===== config.mk =====
export PLATFORM = sky130hd
export DESIGN_NAME = booth_sequencer
export DESIGN_NICKNAME = d
export VERILOG_FILES = /design/src/rtl/booth_sequencer.sv
export SDC_FILE = /design/constraint.sdc
export NUM_CORES = 1
export LEC_CHECK = 0
export ABC_CLOCK_PERIOD_IN_PS = 7400
export BUFFER_PORTS_ARGS = -buffer_cell sky130_fd_sc_hd__clkbuf_2
export CAP_MARGIN = 20
export CORE_AREA = 2 2 137 85
export DETAILED_ROUTE_END_ITERATION = 12
export DIE_AREA = 0 0 139 87
export GPL_TIMING_DRIVEN = 0
export PLACE_DENSITY_LB_ADDON = 0.05
export SYNTH_ARGS = -nofsm -noshare
export SYNTH_HDL_FRONTEND = slang
export SYNTH_SLANG_ARGS = --single-unit

===== constraint.sdc =====
create_clock -name clk -period 7.4 [get_ports clk]
set_clock_uncertainty 0.1 [all_clocks]
set_input_delay 0.37 -clock clk [delete_from_list [all_inputs] [get_ports clk]]
set_output_delay 0.37 -clock clk [all_outputs]
set_load 0.02 [all_outputs]

===== src/rtl/booth_sequencer.sv =====
// booth_sequencer: radix-2 Booth signed multiplier, one step per clock.
// The request is accepted on a ready/valid handshake, WIDTH steps run, and
// the product is held until it is consumed. Abort cancels a running multiply.
module booth_sequencer #(
    parameter int WIDTH = 32
) (
    input  logic                 clk,
    input  logic                 rst_n,
    input  logic                 start,
    output logic                 in_ready,
    input  logic [WIDTH-1:0]     multiplicand,
    input  logic [WIDTH-1:0]     multiplier,
    input  logic                 abort,
    output logic                 out_valid,
    input  logic                 out_ready,
    output logic [2*WIDTH-1:0]   product,
    output logic                 busy
);

    // Counter is sized to hold WIDTH itself, so it never wraps during a run.
    localparam int CW = $clog2(WIDTH + 1);
    localparam logic [CW-1:0] LAST_STEP = CW'(WIDTH - 1);

    typedef enum logic [1:0] {
        IDLE = 2'd0,
        RUN  = 2'd1,
        DONE = 2'd2
    } state_t;

    state_t           state_q;
    logic [WIDTH:0]   a_q, a_d;      // accumulator, one guard bit for M = -2^(WIDTH-1)
    logic [WIDTH:0]   mr_q;          // sign-extended multiplicand
    logic [WIDTH-1:0] qr_q, qr_d;    // multiplier, shifts out as product low half
    logic             q1_q, q1_d;    // Booth history bit
    logic [CW-1:0]    cnt_q;
    logic             in_ready_q;
    logic             busy_q;
    logic             out_valid_q;

    logic [WIDTH:0]   addend;
    logic             carry_in;
    logic [WIDTH:0]   sum;

    // Booth step datapath: conditional add/subtract of Mr, then arithmetic shift.
    always_comb begin
        // NOTE: every signal assigned here gets a default first, so no path
        // leaves a value unassigned and no latch is inferred.
        addend   = '0;
        carry_in = 1'b0;
        unique case ({qr_q[0], q1_q})
            2'b01: addend = mr_q;
            2'b10: begin
                addend   = ~mr_q;
                carry_in = 1'b1;
            end
            default: ;
        endcase
        sum  = a_q + addend + {{WIDTH{1'b0}}, carry_in};
        a_d  = {sum[WIDTH], sum[WIDTH:1]};
        qr_d = {sum[0], qr_q[WIDTH-1:1]};
        q1_d = qr_q[0];
    end

    // Control FSM and datapath registers; handshake flags are registered with the state.
    always_ff @(posedge clk or negedge rst_n) begin
        if (!rst_n) begin
            state_q     <= IDLE;
            a_q         <= '0;
            mr_q        <= '0;
            qr_q        <= '0;
            q1_q        <= 1'b0;
            cnt_q       <= '0;
            in_ready_q  <= 1'b1;
            busy_q      <= 1'b0;
            out_valid_q <= 1'b0;
        end else begin
            // NOTE: non-blocking assignments here so every register samples the
            // pre-edge values, matching the hardware and avoiding sim races.
            unique case (state_q)
                IDLE: begin
                    if (start) begin
                        state_q    <= RUN;
                        a_q        <= '0;
                        mr_q       <= {multiplicand[WIDTH-1], multiplicand};
                        qr_q       <= multiplier;
                        q1_q       <= 1'b0;
                        cnt_q      <= '0;
                        in_ready_q <= 1'b0;
                        busy_q     <= 1'b1;
                    end
                end
                RUN: begin
                    if (abort) begin
                        // Abort wins even on the final step.
                        state_q    <= IDLE;
                        in_ready_q <= 1'b1;
                        busy_q     <= 1'b0;
                    end else begin
                        a_q   <= a_d;
                        qr_q  <= qr_d;
                        q1_q  <= q1_d;
                        cnt_q <= cnt_q + CW'(1);
                        if (cnt_q == LAST_STEP) begin
                            state_q     <= DONE;
                            busy_q      <= 1'b0;
                            out_valid_q <= 1'b1;
                        end
                    end
                end
                DONE: begin
                    // Datapath is frozen here, so product holds under back-pressure.
                    if (out_ready) begin
                        state_q     <= IDLE;
                        out_valid_q <= 1'b0;
                        in_ready_q  <= 1'b1;
                    end
                end
                default: begin
                    state_q     <= IDLE;
                    in_ready_q  <= 1'b1;
                    busy_q      <= 1'b0;
                    out_valid_q <= 1'b0;
                end
            endcase
        end
    end

    assign in_ready  = in_ready_q;
    assign busy      = busy_q;
    assign out_valid = out_valid_q;
    assign product   = {a_q[WIDTH-1:0], qr_q};

endmodule


---- After elaboration in Yosys (flattened, before gate mapping) ----
Index checks and enable logic that the tools add are counted.
storage, ports and cells
  register bits ........................... 109
  bits of input ports ..................... 69
  output and inout port bits .............. 67
  logic and storage cells ................. 64
operators by class
  add/subtract/negate cells ............... 3
  equality and inequality tests ........... 11
  muxes and demuxes ....................... 30
  bitwise operators ....................... 3
  reductions and logical operators ........ 8
operator list
  kind                                                  number
  case mux 33 bit (2 select lines)                      2
  two-way mux 33 bit                                    2
  two-way mux 32 bit                                    2
  case mux 32 bit (2 select lines)                      1
  adder 33 x 1 -> 33 bit                                1
  adder 33 bit                                          1
  inverter 33 bit                                       1
  two-way mux 6 bit                                     2
  case mux 6 bit (2 select lines)                       1
  AND reduction 3 bit                                   4
  two-way mux 1 bit                                     11
  != test 2 bit (second input constant)                 5
  case mux 1 bit (3 select lines)                       3
  two-way mux 2 bit                                     4
  adder 6 x 1 -> 6 bit (second input constant)          1
  equality test 6 x 5 -> 1 bit (second input constant)  1
  case mux 2 bit (3 select lines)                       1
  equality test 2 x 1 -> 1 bit (second input constant)  2
  equality test 2 bit (second input constant)           2
  AND reduction 4 bit                                   1
  != test 3 bit (second input constant)                 1
  zero test 2 bit                                       1
  inverter 1 bit                                        2
  case mux 1 bit (2 select lines)                       1
  other kinds (2)                                       2

---- Depth between registers and ports, before layout ----
Gate-level depths: netlist (run 1).
  depth after elaboration ................. 6
  depth in mapped cells ................... 15
  mapped depth without buffers ............ 13

---- Worst setup path before layout (run 1) ----
Ideal clock, no wire load.
  kind .................................... register to register
  from .................................... register qr_q[0]
  to ...................................... register a_q[29]
  setup time .............................. 0.087 ns
  arrival time ............................ 3.330 ns
  data required time ...................... 7.213 ns
  setup slack ............................. 3.883 ns
  cell stages (with the launch flop) ...... 15
  buffers on the path ..................... 2
  clock period less this slack ............ 3.517 ns
  cells stage by stage .................... dfrtp_1 -> nor2b_1 -> clkbuf_1 -> clkbuf_1 -> a21oi_1 -> fa_1 -> fa_1 -> nor2b_1 -> o21ai_0 -> a21oi_1 -> o2111ai_2 -> nand2_2 -> o41ai_4 -> a2111o_1 -> o211ai_1
between the ends
  longest elaborated chain between the ends .. 6
  elaborated cells on any way between the ends .. 8
  classes of those cells .................. add/sub: 2; eq/ne: 2; mux: 4
ends and longest elaborated chain
  item                                                                 line  source
  from (decl)                                                          33    logic [WIDTH-1:0] qr_q, qr_d;
  from (signal assigned)                                               85    qr_q <= multiplier;
  from (signal assigned)                                               100   qr_q <= qr_d;
  equality test 2 bit or equality test 2 x 1 -> 1 bit (tied branches)  50    unique case ({qr_q[0], q1_q})
  case mux 33 bit (2 select lines)                                     50
  adder 33 bit                                                         58    sum = a_q + addend + {{WIDTH{1'b0}}, carry_in};
  adder 33 x 1 -> 33 bit (*)                                           58
  two-way mux 33 bit (*)                                               93    if (abort) begin
  case mux 33 bit (2 select lines) (*)                                 79    unique case (state_q)
  to (signal assigned)                                                 68    a_q <= '0;
  to (signal assigned)                                                 83    a_q <= '0;
  to (signal assigned)                                                 99    a_q <= a_d;
  to (decl)                                                            31    logic [WIDTH:0] a_q, a_d;
Every way passes the cells marked *; elsewhere a longest branch is shown, timed or not. The select of a mux whose other input is x is not followed.
A chain may end at the register's enable or synchronous reset.

---- Worst setup path after layout (run 1) ----
  from .................................... register qr_q[0]
  to ...................................... register a_q[31]
The elaborated chain is that of the path after synthesis.

==> results of run 1 <==
cell usage in the layout, fill, tap and decap left out, types with 6 or more instances in the layout:
master	instances
xnor2_1	8
ha_1	32
dfrtp_1	107
a21o_1	14
o211ai_1	6
nand3_1	10
xor2_1	15
nand2b_1	8
nor2b_1	7
clkbuf_16	9
clkbuf_2	134
nand4_1	6
o21ai_0	73
clkbuf_1	32
a21oi_1	35
inv_1	11
nor2_1	54
a31oi_1	34
nand2_1	251
layout make-up:
type                            instances  share of cell area
Timing Repair Buffer                  136              0.0914
Buffer                                 40              0.0226
Sequential cell                       108               0.358
Inverter                               11             0.00547
Clock buffer                           10              0.0303
Clock inverter                          6             0.00912
Multi-Input combinational cell        624               0.459
Tap cell                              144              0.0239
worst paths after layout:
kind | start | end | slack [ns] | cells after the start
worst max-delay path | qr_q[0]$_DFFE_PN0P_ | a_q[31]$_DFFE_PN0P_ | 3.05 | 14
worst min-delay path | rst_n | a_q[10]$_DFFE_PN0P_ | -0.02 | 1
worst max register to register | qr_q[0]$_DFFE_PN0P_ | a_q[31]$_DFFE_PN0P_ | 3.05 | 14
worst min register to register | mr_q[14]$_DFFE_PN0P_ | mr_q[14]$_DFFE_PN0P_ | 0.40 | 2
max in group asynchronous | rst_n | mr_q[19]$_DFFE_PN0P_ | 6.55 | 1
min in group clk | multiplicand[10] | mr_q[10]$_DFFE_PN0P_ | 0.09 | 3
per-stage QoR:
step / util / setup slack, ns / instance area, um^2
2_1_floorplan: - / 3.88 / 6380
3_3_place_gp: 0.660 / 3.32 / 7230
3_5_place_dp: 0.661 / 3.20 / 7250
4_1_cts: 0.688 / 3.16 / 7540
5_1_grt: 0.688 / 2.85 / 7540
6_report: 0.688 / 3.05 / 7540
sequential cells by signal, summed over array words and instances (netlist names):
register,flops
q1_q,1
busy,1
state_q,2
mr_q,32
a_q,32
in_ready,1
out_valid,1
cnt_q,6
qr_q,32
power by group:
group / internal [W] / switching [W]
registers: 0.000760 / 0.000151
clock network: 0.000266 / 0.000239
logic: 0.000542 / 0.000929
cell families (layout without fill, tap and decap cells):
family,count (synthesis),after routing,share of synthesized area
simple gates,362,362,0.236
flops,108,108,0.424
fa+ha+maj,34,34,0.0691
buf+inv,51,203,0.0332
xor+xnor,23,23,0.0316
compound gates,205,205,0.206
worst max-delay path, cell delays in order, from the launching register on:
cell	delay, ns
dfrtp_1	0.43
nor2b_1	0.13
clkbuf_1	0.24
clkbuf_1	0.43
a21oi_1	0.17
fa_1	0.43
fa_1	0.43
nor2b_1	0.13
o21ai_0	0.16
a21oi_1	0.44
o2111ai_2	0.23
a21oi_1	0.39
o41ai_4	0.16
o21ai_0	0.25
nand3_1	0.11
routing by layer:
layer	share of wire	vias to the layer above
li1	-	3005
met1	0.48	2906
met2	0.42	271
met3	0.085	22
met4	0.012	0
met5	0	-
==> results.yml, run 1 <==
timing:
  final-hold-violation-count: 14
  period_share: 0.588
  fin_crit_ns: 4.35
  finalMaxSlewViolations: 0
  fin_tns_setup_ns: 0
  rsz0062_at_grt: "no"
  maxSlewHeadroom: 0.406
  max_freq_mhz: 230
  setup_viol: 0
  hold_ws_ns: -0.0178
  worst_pin_slew_ns: 0.891
worst_setup_path:
  cp_data_arrival_time_ns: 4.49
  crit_path_start_kind: "register"
  critPathMaxFanout: 10
  endpoint_kind: "register"
  cp.required_ns: 7.54
  critPathKind: "reg -> reg"
clock_network:
  cts_setup_buffers: 0
  ctsResizeCount: 0
  clockBufferDepth: 2
  cts_sinks: 108
  holdBufCountCts: 0
  clkSlewWorstSetupHoldPaths_ns: 0.08
  cts_root_buf: "clkbuf_16"
  cts_made_buffers: 9
  htreeDepth: 3
  clk_latency_ns: 0.36
  cts_tree: "yes"
routing:
  drt_iter0_markers: 507
  post-route-drc-count: 0
  via_count: 6204
  wl_um: 17700
  detail-route-antenna-nets: 0
  post_drt_wl_per_cell_um: 16.4
  first_pass_iters: 5
  avgViaCountPerCell: 5.75
pwr:
  power_w: 0.00289
  p_per_area_nw_per_um2: 383
  leakagePower_nw: 3.77
  ir_worst_vdd_uv: 244
logic_synthesis:
  synthCells: 783
  yosys-top-cells-count: "nand2_1, dfrtp_1, o21ai_0"
  synth_cell_type_count: 58
  synth_area_um2: 6380
  yosysTopAreaCell: "dfrtp_1"
  async_flop_share: 1.00
  synth_most_common_cell: "nand2_1"
  ys_top_cells_by_area: "dfrtp_1, nand2_1, ha_1"
  synth_ff_type: "dfrtp_1"
  ys_seq_elements: 108
  ys_seq_area_frac: 0.424
  synth.net_count: 886
  syn_area_per_cell_um2: 8.14
  synth_top_area_frac: 0.420
  synth_warnings: 0
  synth_edf_count: 0
die:
  initial_utilization: 0.582
  num_rows: 30
  core_area_um2: 11000
  ios: 136
  fp.dieH_um: 87
  fp.dieArea_um2: 12100
  fp.dieW_um: 139
cells_and_area:
  area_growth_pct: 18.3
  antenna_cells: 0
  fin_nets: 1033
  seq_area_um2: 2700
  drive_gt1_frac: 0.176
  stdcell_count: 1079
  nFillCells: 942
  multi_input_area_um2: 3460
placed_design:
  gp_congestion: 0.940
  portBuffers: 135
  dp.final_hpwl_um: 13000
  dp_cells: 1063
grt:
  antenna_found_initial: 0
  use_met1: 0.455
  met2_usage: 0.435
  top_usage_layer: "met1"
  grtUsageMet3: 0.0654
  grt-ovfl-total: 0
  grt_start_max_net_pins: 109
  grt_pass1_vias: 5560
  grt_pass1_wl_um: 28700
  grt_use_total: 0.299
run_status:
  status: "complete, but fails checks"
  violations: "hold timing"
worst_hold_path:
  hp-class: "in -> async"
run:
  maxCapViolations: 0
No activity file was read; power rests on OpenSTA's default activity.
==> run 2: changes to the inputs <==
--- a/config.mk
+++ b/config.mk
@@ -5,12 +5,12 @@
 export SDC_FILE = /design/constraint.sdc
 export NUM_CORES = 1
 export LEC_CHECK = 0
-export ABC_CLOCK_PERIOD_IN_PS = 7400
+export ABC_CLOCK_PERIOD_IN_PS = 4400
 export BUFFER_PORTS_ARGS = -buffer_cell sky130_fd_sc_hd__clkbuf_2
 export CAP_MARGIN = 20
-export CORE_AREA = 2 2 137 85
+export CORE_AREA = 2 2 143 89
 export DETAILED_ROUTE_END_ITERATION = 12
-export DIE_AREA = 0 0 139 87
+export DIE_AREA = 0 0 145 91
 export GPL_TIMING_DRIVEN = 0
 export PLACE_DENSITY_LB_ADDON = 0.05
 export SYNTH_ARGS = -nofsm -noshare
==> constraint.sdc (replaced) <==
create_clock -name clk -period 4.4 [get_ports clk]
set_clock_uncertainty 0.1 [all_clocks]
set_input_delay 0.22 -clock clk [delete_from_list [all_inputs] [get_ports clk]]
set_output_delay 0.22 -clock clk [all_outputs]
set_load 0.02 [all_outputs]
==> run 2 against run 1 <==
  * Sequential power is 69% higher
  * Die area is 9.1% higher
  * Clock power is 70% higher
  * Worst setup slack worse by 2.7 ns
  * Largest power group unchanged
  * Final cell count is 5.7% higher
  * Critical path type unchanged
  * The flow now finishes without violations
  * Non-clock buffer count is 40 higher
==> results.yml, run 2 (synthesis results as in run 1) <==
worst_setup_path:
  crit_chain: "nor2b_1 > clkbuf_1 > clkbuf_2 > a21oi_1 > fa_1 > fa_1 > nor2b_1 > o21ai_0 > a21oi_1 > o2111ai_2 > a21oi_1 > o41ai_4 > o21ai_0 > nand3_1"
  path_buf_inv: 2
  r2r_setup_slack_ns: 0.32
  endpoint_kind: "register"
  cpLargestDelayFamily: "compound AO/OA/AOI/OAI gates"
  crit_path_start_kind: "register"
  cp_data_arrival_time_ns: 4.21
  worst_path_most_repeated_cell: "a21oi_1"
  max_stage_delay_ns: 0.43
  critPathKind: "reg -> reg"
  cp.required_ns: 4.53
  crit_slowest_cell: "dfrtp_1"
  critPathMaxFanout: 10
pwr:
  power.share.sequential: 0.315
  ir_worst_vdd_uv: 304
  power_w: 0.00489
  p_sw_w: 0.00220
  comb_power_share: 0.509
  p_int_w: 0.00269
  leakagePower_nw: 3.94
  p_per_area_nw_per_um2: 612
  pwr-share-clk: 0.176
  switching_share: 0.450
worst_hold_path:
  hp-class: "in -> reg"
die:
  core_area_um2: 11800
  fp.dieW_um: 145
  num_rows: 31
  ios: 136
  initial_utilization: 0.539
  fp.dieH_um: 91
  fp.dieArea_um2: 13200
cells_and_area:
  layout_common_cells: "nand2_1, clkbuf_2, dfrtp_1, o21ai_0, nor2_1"
  antenna_cells: 0
  drive_gt1_frac: 0.170
  area_growth_pct: 25.2
  final_common_cell: "nand2_1"
  stdcell_count: 1140
  top_regs: "a_q (32), mr_q (32), qr_q (32)"
  fin_nets: 1073
routing:
  via_count: 6257
  wl_um: 18300
  post_drt_wl_per_cell_um: 16.0
  post-route-drc-count: 0
  detail-route-antenna-nets: 0
  drt_iter0_markers: 494
  avgViaCountPerCell: 5.49
  first_pass_iters: 5
run:
  maxCapViolations: 0
timing:
  final-hold-violation-count: 0
  hold_ws_ns: 0.00489
  fin_crit_ns: 4.08
  maxSlewHeadroom: 0.391
  fin_tns_setup_ns: 0
  finalMaxSlewViolations: 0
  max_freq_mhz: 245
  worst_pin_slew_ns: 0.914
  period_share: 0.927
  rsz0062_at_grt: "no"
  setup_viol: 0
clock_network:
  clk_latency_ns: 0.35
  cts_setup_buffers: 0
  cts_made_buffers: 9
  clkSlewWorstSetupHoldPaths_ns: 0.08
  cts_sinks: 108
  cts_root_buf: "clkbuf_16"
  htreeDepth: 3
  clockBufferDepth: 2
  cts_tree: "yes"
grt:
  grt_start_max_net_pins: 109
  grt_use_total: 0.286
  grt-ovfl-total: 0
  antenna_found_initial: 0
  grt_pass1_vias: 6042
  grt_pass1_wl_um: 30600
placed_design:
  gp_congestion: 0.920
  dp_cells: 1084
  portBuffers: 135
  dp.final_hpwl_um: 13500
run_status:
  status: "finished, final reports clean"
[run 2: cell types whose count changed in the layout (fill, tap and decap cells not counted)]
cell           previous run  this run
dlygate4sd3_1             0        40
clkbuf_8                  1         3
inv_6                     3         1
clkbuf_1                 32        31
clkbuf_2                134       135
clkinv_2                  1         0
clkinv_4                  0         1
[run 2: through the flow]
stage / cell area [um^2] / worst slack (ns) / util
2_1_floorplan: 6380 / 0.883 / -
3_5_place_dp: 7270 / 0.269 / 0.615
5_1_grt: 7990 / 0.0921 / 0.675
6_report: 7990 / 0.323 / 0.675
4_1_cts: 7990 / 0.185 / 0.675
3_3_place_gp: 7260 / 0.281 / 0.614
[run 2: layout make-up]
class | instances | area, um^2
multi-input combinational | 624 | 3460
fill | 1029 | 3840
tap | 165 | 206
clock buffer | 12 | 256
buffer | 40 | 171
inverter | 11 | 41.3
timing repair buffer | 176 | 1090
sequential | 108 | 2700
clock inverter | 4 | 55.1
[run 2: worst paths after layout]
path / from / end / cells past startpoint
max: qr_q[0]$_DFFE_PN0P_ / a_q[31]$_DFFE_PN0P_ / 14
min: multiplier[9] / qr_q[9]$_DFFE_PN0P_ / 3
max reg2reg: qr_q[0]$_DFFE_PN0P_ / a_q[31]$_DFFE_PN0P_ / 14
min reg2reg: mr_q[5]$_DFFE_PN0P_ / mr_q[5]$_DFFE_PN0P_ / 2
max in group asynchronous: rst_n / a_q[16]$_DFFE_PN0P_ / 2
min in group asynchronous: rst_n / mr_q[13]$_DFFE_PN0P_ / 2
[run 2: power groups by stage]
stage,clock network [W],logic [W],registers (W)
6_report,0.000858,0.00249,0.00154
5_1_grt,0.000902,0.00276,0.00158
4_1_cts,0.000869,0.00246,0.00153
3_5_place_dp,0,0.00242,0.00155
3_3_place_gp,0,0.00236,0.00153
2_1_floorplan,0,0.00150,0.00174
[run 2: what timing repair did]
item / CTS / global route
gates resized for setup: 0 / 2
hold buffers: 40 / 0
hold endpoints to repair: 146 / 0
endpoints found under the setup margin: 0 / 3
[run 2: metal layers]
| layer | vias up | share of wire | track usage |
|---|---|---|---|
| met5 | - | 0 | 0 |
| met4 | 0 | 0.0089 | 0.0545 |
| met3 | 16 | 0.069 | 0.0477 |
| met2 | 219 | 0.43 | 0.427 |
| met1 | 2954 | 0.49 | 0.439 |
| li1 | 3068 | - | - |
[run 2: worst reg2reg max path, delay by kind of cell, from the launching register on]
kind	cells	cell delay, ns
compound gates	7	1.68
fa+ha+maj	2	0.84
buf+inv	2	0.55
flops	1	0.43
simple gates	3	0.35
